`config.mk`:
```
export PLATFORM = sky130hd
export DESIGN_NAME = rvm_fetch_ctrl
export DESIGN_NICKNAME = d
export VERILOG_FILES = /design/src/rtl/rvm_fetch_ctrl.sv
export SDC_FILE = /design/constraint.sdc
export NUM_CORES = 1
export LEC_CHECK = 0
export ABC_AREA = 1
export CAP_MARGIN = 20
export CORE_UTILIZATION = 49
export DETAILED_ROUTE_END_ITERATION = 7
export GPL_TIMING_DRIVEN = 0
export PLACE_DENSITY = 0.87
export RECOVER_POWER = 100
export REMOVE_ABC_BUFFERS = 1
export SLEW_MARGIN = 30
export SYNTH_ARGS = -nofsm -noshare
export SYNTH_HDL_FRONTEND = slang
export SYNTH_SLANG_ARGS = --single-unit
```
`constraint.sdc`:
```
create_clock -name clk -period 1.8 [get_ports clk]
set_input_delay 0.36 -clock clk [delete_from_list [all_inputs] [get_ports clk]]
set_output_delay 0.36 -clock clk [all_outputs]
set_load 0.05 [all_outputs]
```
`src/rtl/rvm_fetch_ctrl.sv`:
```
`default_nettype none
// ============================================================================
// Module      : rvm_fetch_ctrl
// Description : Fetch sequencer for the rvm fetch/decode unit. Owns the PC,
//               issues one instruction fetch at a time, presents decoded
//               instructions to the execute unit, and raises traps for bus
//               errors, fetch timeouts, illegal opcodes and misaligned
//               branch targets.
// Revision    : 1.0 - initial release
// ============================================================================
module rvm_fetch_ctrl #(
  parameter logic [31:0] RESET_PC = 32'h0000_0000,
  parameter logic [31:0] TRAP_VEC = 32'h0000_0010,
  parameter int unsigned TIMEOUT  = 16
) (
  input  logic        clk,
  input  logic        resetn,
  output logic        mem_req,
  output logic [31:0] mem_addr,
  input  logic        mem_gnt,
  input  logic        mem_valid,
  input  logic        mem_error,
  input  logic        fdu_illegal,
  output logic        dec_valid,
  input  logic        exu_ready,
  input  logic        exu_done,
  input  logic        pc_load,
  input  logic [31:0] pc_target,
  output logic [31:0] pc,
  output logic        trap,
  output logic [1:0]  trap_cause,
  output logic [31:0] instret
);

  localparam int unsigned       TCW     = $clog2(TIMEOUT);
  localparam logic [TCW-1:0]    TC_LAST = TCW'(TIMEOUT - 1);

  localparam logic [1:0] CAUSE_BUS   = 2'd0;
  localparam logic [1:0] CAUSE_TMO   = 2'd1;
  localparam logic [1:0] CAUSE_ILL   = 2'd2;
  localparam logic [1:0] CAUSE_ALIGN = 2'd3;

  typedef enum logic [2:0] {
    S_REQ  = 3'd0,
    S_WAIT = 3'd1,
    S_DEC  = 3'd2,
    S_DISP = 3'd3,
    S_EXEC = 3'd4
  } state_t;

  state_t          state_q, state_d;
  logic [31:0]     pc_q, pc_d;
  logic [31:0]     instret_q, instret_d;
  logic [TCW-1:0]  tcount_q, tcount_d;
  // Low for the first cycle after reset so the request only rises one clock
  // after reset release.
  logic            run_q, run_d;

  // State, PC, retire counter and timeout counter registers.
  always_ff @(posedge clk or negedge resetn) begin
    if (!resetn) begin
      state_q   <= S_REQ;
      pc_q      <= RESET_PC;
      instret_q <= 32'd0;
      tcount_q  <= '0;
      run_q     <= 1'b0;
    end else begin
      state_q   <= state_d;
      pc_q      <= pc_d;
      instret_q <= instret_d;
      tcount_q  <= tcount_d;
      run_q     <= run_d;
    end
  end

  // Next-state, PC update and output decode; trap is a Mealy output so it
  // appears in the same cycle the faulting condition is seen.
  always_comb begin
    state_d    = state_q;
    pc_d       = pc_q;
    instret_d  = instret_q;
    tcount_d   = tcount_q;
    run_d      = 1'b1;
    mem_req    = 1'b0;
    dec_valid  = 1'b0;
    trap       = 1'b0;
    trap_cause = CAUSE_BUS;

    case (state_q)
      S_REQ: begin
        if (run_q) begin
          mem_req = 1'b1;
          if (mem_gnt) begin
            state_d  = S_WAIT;
            tcount_d = '0;
          end
        end
      end
      S_WAIT: begin
        // A bus error takes priority over a simultaneous valid strobe.
        if (mem_error) begin
          trap       = 1'b1;
          trap_cause = CAUSE_BUS;
        end else if (mem_valid) begin
          state_d = S_DEC;
        end else if (tcount_q == TC_LAST) begin
          trap       = 1'b1;
          trap_cause = CAUSE_TMO;
        end else begin
          tcount_d = tcount_q + 1'b1;
        end
      end
      S_DEC: begin
        // Decoder outputs settle during this cycle.
        if (fdu_illegal) begin
          trap       = 1'b1;
          trap_cause = CAUSE_ILL;
        end else begin
          state_d = S_DISP;
        end
      end
      S_DISP: begin
        dec_valid = 1'b1;
        if (exu_ready) begin
          state_d = S_EXEC;
        end
      end
      S_EXEC: begin
        if (exu_done) begin
          if (pc_load && (pc_target[1:0] != 2'b00)) begin
            trap       = 1'b1;
            trap_cause = CAUSE_ALIGN;
          end else begin
            pc_d      = pc_load ? pc_target : (pc_q + 32'd4);
            instret_d = instret_q + 32'd1;
            state_d   = S_REQ;
          end
        end
      end
      default: begin
        state_d = S_REQ;
      end
    endcase

    if (trap) begin
      pc_d    = TRAP_VEC;
      state_d = S_REQ;
    end

    mem_addr = mem_req ? pc_q : 32'h0;
  end

  assign pc      = pc_q;
  assign instret = instret_q;

endmodule
`default_nettype wire

```
==> metrics.txt, run 1 <==
Iter 0 DRT Violations=628; via count=6547; final global-route overflow total=0; layout cell share with drive strength beyond 1=0.167; Initial Util=0.512; Worst Hold Class=input port to register; Post-Route WL=20.1 mm; CTS clk-pin slew, worst paths=0.08 ns; Post-synth EDFFs=0; cell area after layout=0.00763 mm2; crit path to=mem_addr[9]; wl on met1=7.24 mm; Required @ worst endpoint=1.44 ns; initial antenna violation count=0; reg2reg end=pc[8]; met3 WL post-DR=2.58 mm; Inserted Diodes=0; asr flop ratio synth=1.00; Final Net Count=1041; count of cell types in the netlist=31; failing checks=negative setup slack; fmax=483 MHz; Final setup viols=53; wire per inst=17.8 um; Crit Path Max Fanout=6; fin. max-slew vios=0; leading area contributor after synthesis=dfrtp_1; Max Used Layer=met4; Cell Rows=36; H-tree Lvls=3; Final Critical Period=2.07 ns; Die Height=104 um; ys flop type=dfrtp_1; Lkg Pwr=0.00344 uW; Crit Path Category=register to primary output; Mapped Area=0.00508 mm2; status=finished, violations left; commonest cells in the netlist=nand2_1, nor2_1, nand3_1; WHS=0.464 ns; Synth area leaders=dfrtp_1, nand2_1, nor2_1; skew final=0.0108 ns; clock root buffer=clkbuf_8; crit start category=register; Clock Path Buffers=2; hpwl dp=10.9 mm; Slew Limit Headroom=0.460; placed cell area=0.00665 mm2; largest net degree at the start of global routing=44; Worst VDD drop=0.828 mV; Power Dens Cells=991 mW/mm2; met2 WL=8.84 mm; r2r worst-path depth=8; worst reg2reg setup slack=-0.16 ns; clock sinks=72; drt drc=0; Crit. Startpoint=state_q[2]; vias in the first global route=6169; CTS buffer count=9; global-route wire length before repair=30.2 mm; Warnings, synthesis=0; DRT Pass-1 Iters=8; RSZ-0062 raised after global routing=true; synthesized area per cell=6.15 um2; Worst Slack Setup Final=-0.269 ns; period utilisation layout=1.15; Core ar.=0.00991 mm2; die width=104 um; Setup TNS=-8.77 ns; IO Pins=142; Max-Cap Viols=0; Overall Power=7560 uW; FF-to-FF Start=state_q[2]; pin slew with the least headroom to its limit=0.810 ns; register bit count reported by yosys=72; via/cell ratio=5.78; DIE AREA=0.0108 mm2; crit path DAT=1.71 ns; cell with the most instances after synthesis=nand2_1; Synth top area share=0.355; Total GRT Usage=0.356; GPL Wtd Cong=0.914; clock latency at the later pin of the worst-skew pair=0.36 ns; post-synthesis sequential area ratio=0.355; cell count after synthesis=825; CP Capture Type=primary output; post-route ant nets=0; Hold Vio Cnt, Final=0; Syn-to-layout area delta=50.3%; CTS tree=yes; Port Buffers=141
[area by class of cell]
| cell class | instances | area (um2) |
|---|---|---|
| Clock buffer | 14 | 173 |
| Fill cell | 726 | 2280 |
| Inverter | 82 | 330 |
| Multi-Input combinational cell | 660 | 3420 |
| Sequential cell | 72 | 1810 |
| Tap cell | 133 | 166 |
| Timing Repair Buffer | 172 | 1730 |
[cell usage in the layout (no fill, tap or decap), drive strengths merged, types with 2 or more instances in the layout]
master / instances
nand2: 284
nor2: 187
nand3: 92
inv: 82
dfrtp: 72
buf: 66
dlygate4sd2: 60
o21ai: 39
clkdlybuf4s50: 36
clkbuf: 18
nand4: 12
xor2: 11
xnor2: 11
o211ai: 5
nand3b: 4
clkdlybuf4s15: 4
or2: 3
ha: 3
a21oi: 3
nor3: 2
[worst min path at each step]
stage,start,to,cells past startpoint,slack [ns]
after floorplan,resetn,instret[0],0,0.06
after global placement,instret[31],instret[31],2,0.49
after detailed placement,resetn,pc[20],1,0.33
after CTS,resetn,pc[20],2,0.50
after global routing,pc_load,pc[11],3,0.50
final,pc_load,pc[11],3,0.46
[metrics by stage]
stage | worst slack (ns) | util | instances
finish | -0.269 | 0.770 | 1133
global route | -0.297 | 0.770 | 1133
CTS | -0.261 | 0.748 | 1119
detailed placement | -1.56 | 0.671 | 1082
global placement | -2.51 | 0.661 | 1079
floorplan | -1.10 | - | 805
[state kept, by name, indices dropped and copies added, names as in the netlist]
name / count
instret: 32
pc: 32
tcount_q: 4
state_q: 3
run_q: 1
[cells by family after synthesis]
group	synth area share
fa+ha+maj	0.00740
other cells	0.000739
flops	0.355
buf+inv	0.0801
simple gates	0.466
compound gates	0.0532
xor+xnor	0.0380
[worst max-delay path, cell delays in order, from the launching register on]
cell and delay (ns):
dfrtp_2 0.46, nor2_4 0.13, nand2_4 0.10, inv_12 0.13, buf_12 0.12, nand2_8 0.08, nor2_4 0.15, buf_8 0.16
[report_power, final]
part           internal [uW]  switching [uW]  total, uW
Combinational           1240            2790       4030
Clock                    602             643       1240
Sequential              1870             416       2290
Total                   3710            3850       7560
[what timing repair did]
action                                 in CTS  in global routing
endpoints found under the hold margin      29                  0
hold buffers                                1                  0
setup endpoints to repair                 157                 90
pin swaps                                  13                 11
setup buffers                              14                 13
cloned                                      8                  2
gates resized for setup                   432                 38
[routing by layer]
| layer | vias up | track usage |
|---|---|---|
| li1 | 2940 | - |
| met1 | 2913 | 0.425 |
| met2 | 548 | 0.559 |
| met3 | 146 | 0.108 |
| met4 | 0 | 0.227 |
| met5 | - | 0 |
Note: power is estimated with default switching activity, not from simulation.
==> run 2, diff against run 1 <==
--- a/config.mk
+++ b/config.mk
@@ -9,11 +9,10 @@
 export CAP_MARGIN = 20
 export CORE_UTILIZATION = 49
 export DETAILED_ROUTE_END_ITERATION = 7
-export GPL_TIMING_DRIVEN = 0
 export PLACE_DENSITY = 0.87
 export RECOVER_POWER = 100
 export REMOVE_ABC_BUFFERS = 1
-export SLEW_MARGIN = 30
+export SLEW_MARGIN = 10
 export SYNTH_ARGS = -nofsm -noshare
 export SYNTH_HDL_FRONTEND = slang
 export SYNTH_SLANG_ARGS = --single-unit
==> run 2 against run 1 <==
Largest cell class unchanged. Cell area up 1.7%. The flow still finishes with violations (negative setup slack). Non-clock buffer count up 27. First-iteration DRC count down 33%. Routed wire length down 5.8%.
==> metrics.txt, run 2 (synthesis gave the netlist of run 1 again) <==
status=finished, violations left; failing checks=negative setup slack; period utilisation layout=1.17; Final Instance Count excl. Fillers=1152; drt drc=0; Final Critical Period=2.11 ns; Final setup viols=60; Clock Power Share=0.177; GPL Wtd Cong=0.965; skew final=0.00632 ns; Crit Path Max Fanout=3; fin util=0.783; Comb pwr share=0.538; CTS buffer count=9; crit path DAT=1.75 ns; CTS clk-pin slew, worst paths=0.08 ns; clock root buffer=clkbuf_8; Worst path slowest cell=dfrtp_1; Max-Cap Viols=0; fin. max-slew vios=0; via/cell ratio=5.60; Core ar.=0.00991 mm2; Final Net Count=1059; global-route wire length before repair=28.4 mm; commonest non-fill, non-tap cell in the layout=nand2_1; Die Height=104 um; RSZ-0062 raised after global routing=true; Worst Hold Class=input port to asynchronous set/reset pin; Port Buffers=141; Buf+Inv Stages, Crit Path=2; crit start category=register; placed insts=1119; Reg power frac=0.285; Worst Slack Setup Final=-0.314 ns; largest net degree at the start of global routing=73; most frequent cells in the layout=nand2_1, nor2_1, nand3_1, inv_1, dfrtp_1; Worst VDD drop=0.936 mV; Required @ worst endpoint=1.44 ns; Post-Route WL=19.0 mm; Clock Path Buffers=2; Crit Path Category=register to primary output; Overall Power=7770 uW; Power Dens Cells=1000 mW/mm2; Cell Rows=36; vias in the first global route=5895; Lkg Pwr=0.00343 uW; Slew Limit Headroom=0.295; CTS tree=yes; CP top delay family=flip-flops; DRT Pass-1 Iters=5; Filler cells=698; post-route ant nets=0; via count=6453; clock sinks=72; worst reg2reg setup slack=-0.18 ns; Switching Fraction=0.480; Crit. Startpoint=tcount_q[1]; fmax=473 MHz; final global-route overflow total=0; Syn-to-layout area delta=52.9%; Worst Setup Slack post-DPL=-0.208 ns; wire per inst=16.5 um; clock latency at the later pin of the worst-skew pair=0.35 ns; pin slew with the least headroom to its limit=1.06 ns; initial antenna violation count=0; DIE AREA=0.0108 mm2; Max stage delay on crit path=0.41 ns; FF-to-FF Start=state_q[2]; internal power=4040 uW; CP Capture Type=primary output; IO Pins=142; die width=104 um; Hold Vio Cnt, Final=0; Inserted Diodes=0; layout cell share with drive strength beyond 1=0.226; Iter 0 DRT Violations=421; Total GRT Usage=0.329; hpwl dp=12.2 mm; cells along the critical path=ha_4 > nand4_1 > buf_4 > o31ai_4 > buf_12; switching power=3730 uW; H-tree Lvls=3; Initial Util=0.512
-- run 2: per-layer routing --
| metal | vias to the layer above | wire, um | GRT usage |
|---|---|---|---|
| li1 | 2973 | - | - |
| met1 | 2982 | 7030 | 0.400 |
| met2 | 406 | 8970 | 0.567 |
| met3 | 92 | 1910 | 0.0610 |
| met4 | 0 | 1070 | 0.149 |
| met5 | - | 0 | 0 |
-- run 2: area by class of cell --
type / count / area, um2 / share of cell area
multi-input combinational: 651 / 3270 / 0.421
clock inverter: 3 / 40.0 / 0.00516
timing repair buffer: 199 / 2010 / 0.259
inverter: 82 / 314 / 0.0405
tap: 133 / 166 / 0.0214
clock buffer: 12 / 165 / 0.0213
sequential: 72 / 1800 / 0.232
-- run 2: final timing paths --
kind	to	cells past startpoint
min in group clk	instret[31]	2
setup / recovery	trap_cause[0]	5
hold / removal	pc[20]	2
setup reg to reg	tcount_q[3]	10
hold reg to reg	instret[31]	2
max in group asynchronous	instret[25]	2
-- run 2: timing repair --
item / CTS / global route
endpoints found under the setup margin: 36 / 56
resized for setup: 89 / 38
hold buffers: 0 / 0
cloned: 2 / 2
pin swaps: 2 / 12
buffers inserted: 7 / 7
-- run 2: power groups by stage --
stage	registers [uW]	logic (uW)	clock network [uW]
floorplan	2920	1240	0
global placement	2210	3350	0
detailed placement	2210	3410	0
finish	2220	4180	1370
global route	2250	4370	1430
CTS	2200	3930	1370
-- run 2: through the flow --
step | hold slack [ns] | instance area (um2) | setup TNS (ns)
final | 0.265 | 7760 | -9.54
after global routing | 0.384 | 7760 | -16.39
after CTS | 0.0477 | 7760 | -5.98
after detailed placement | 0.419 | 7130 | -6.89
after global placement | 0.427 | 7130 | -5.70
after floorplan | 0.0644 | 4980 | -53.37
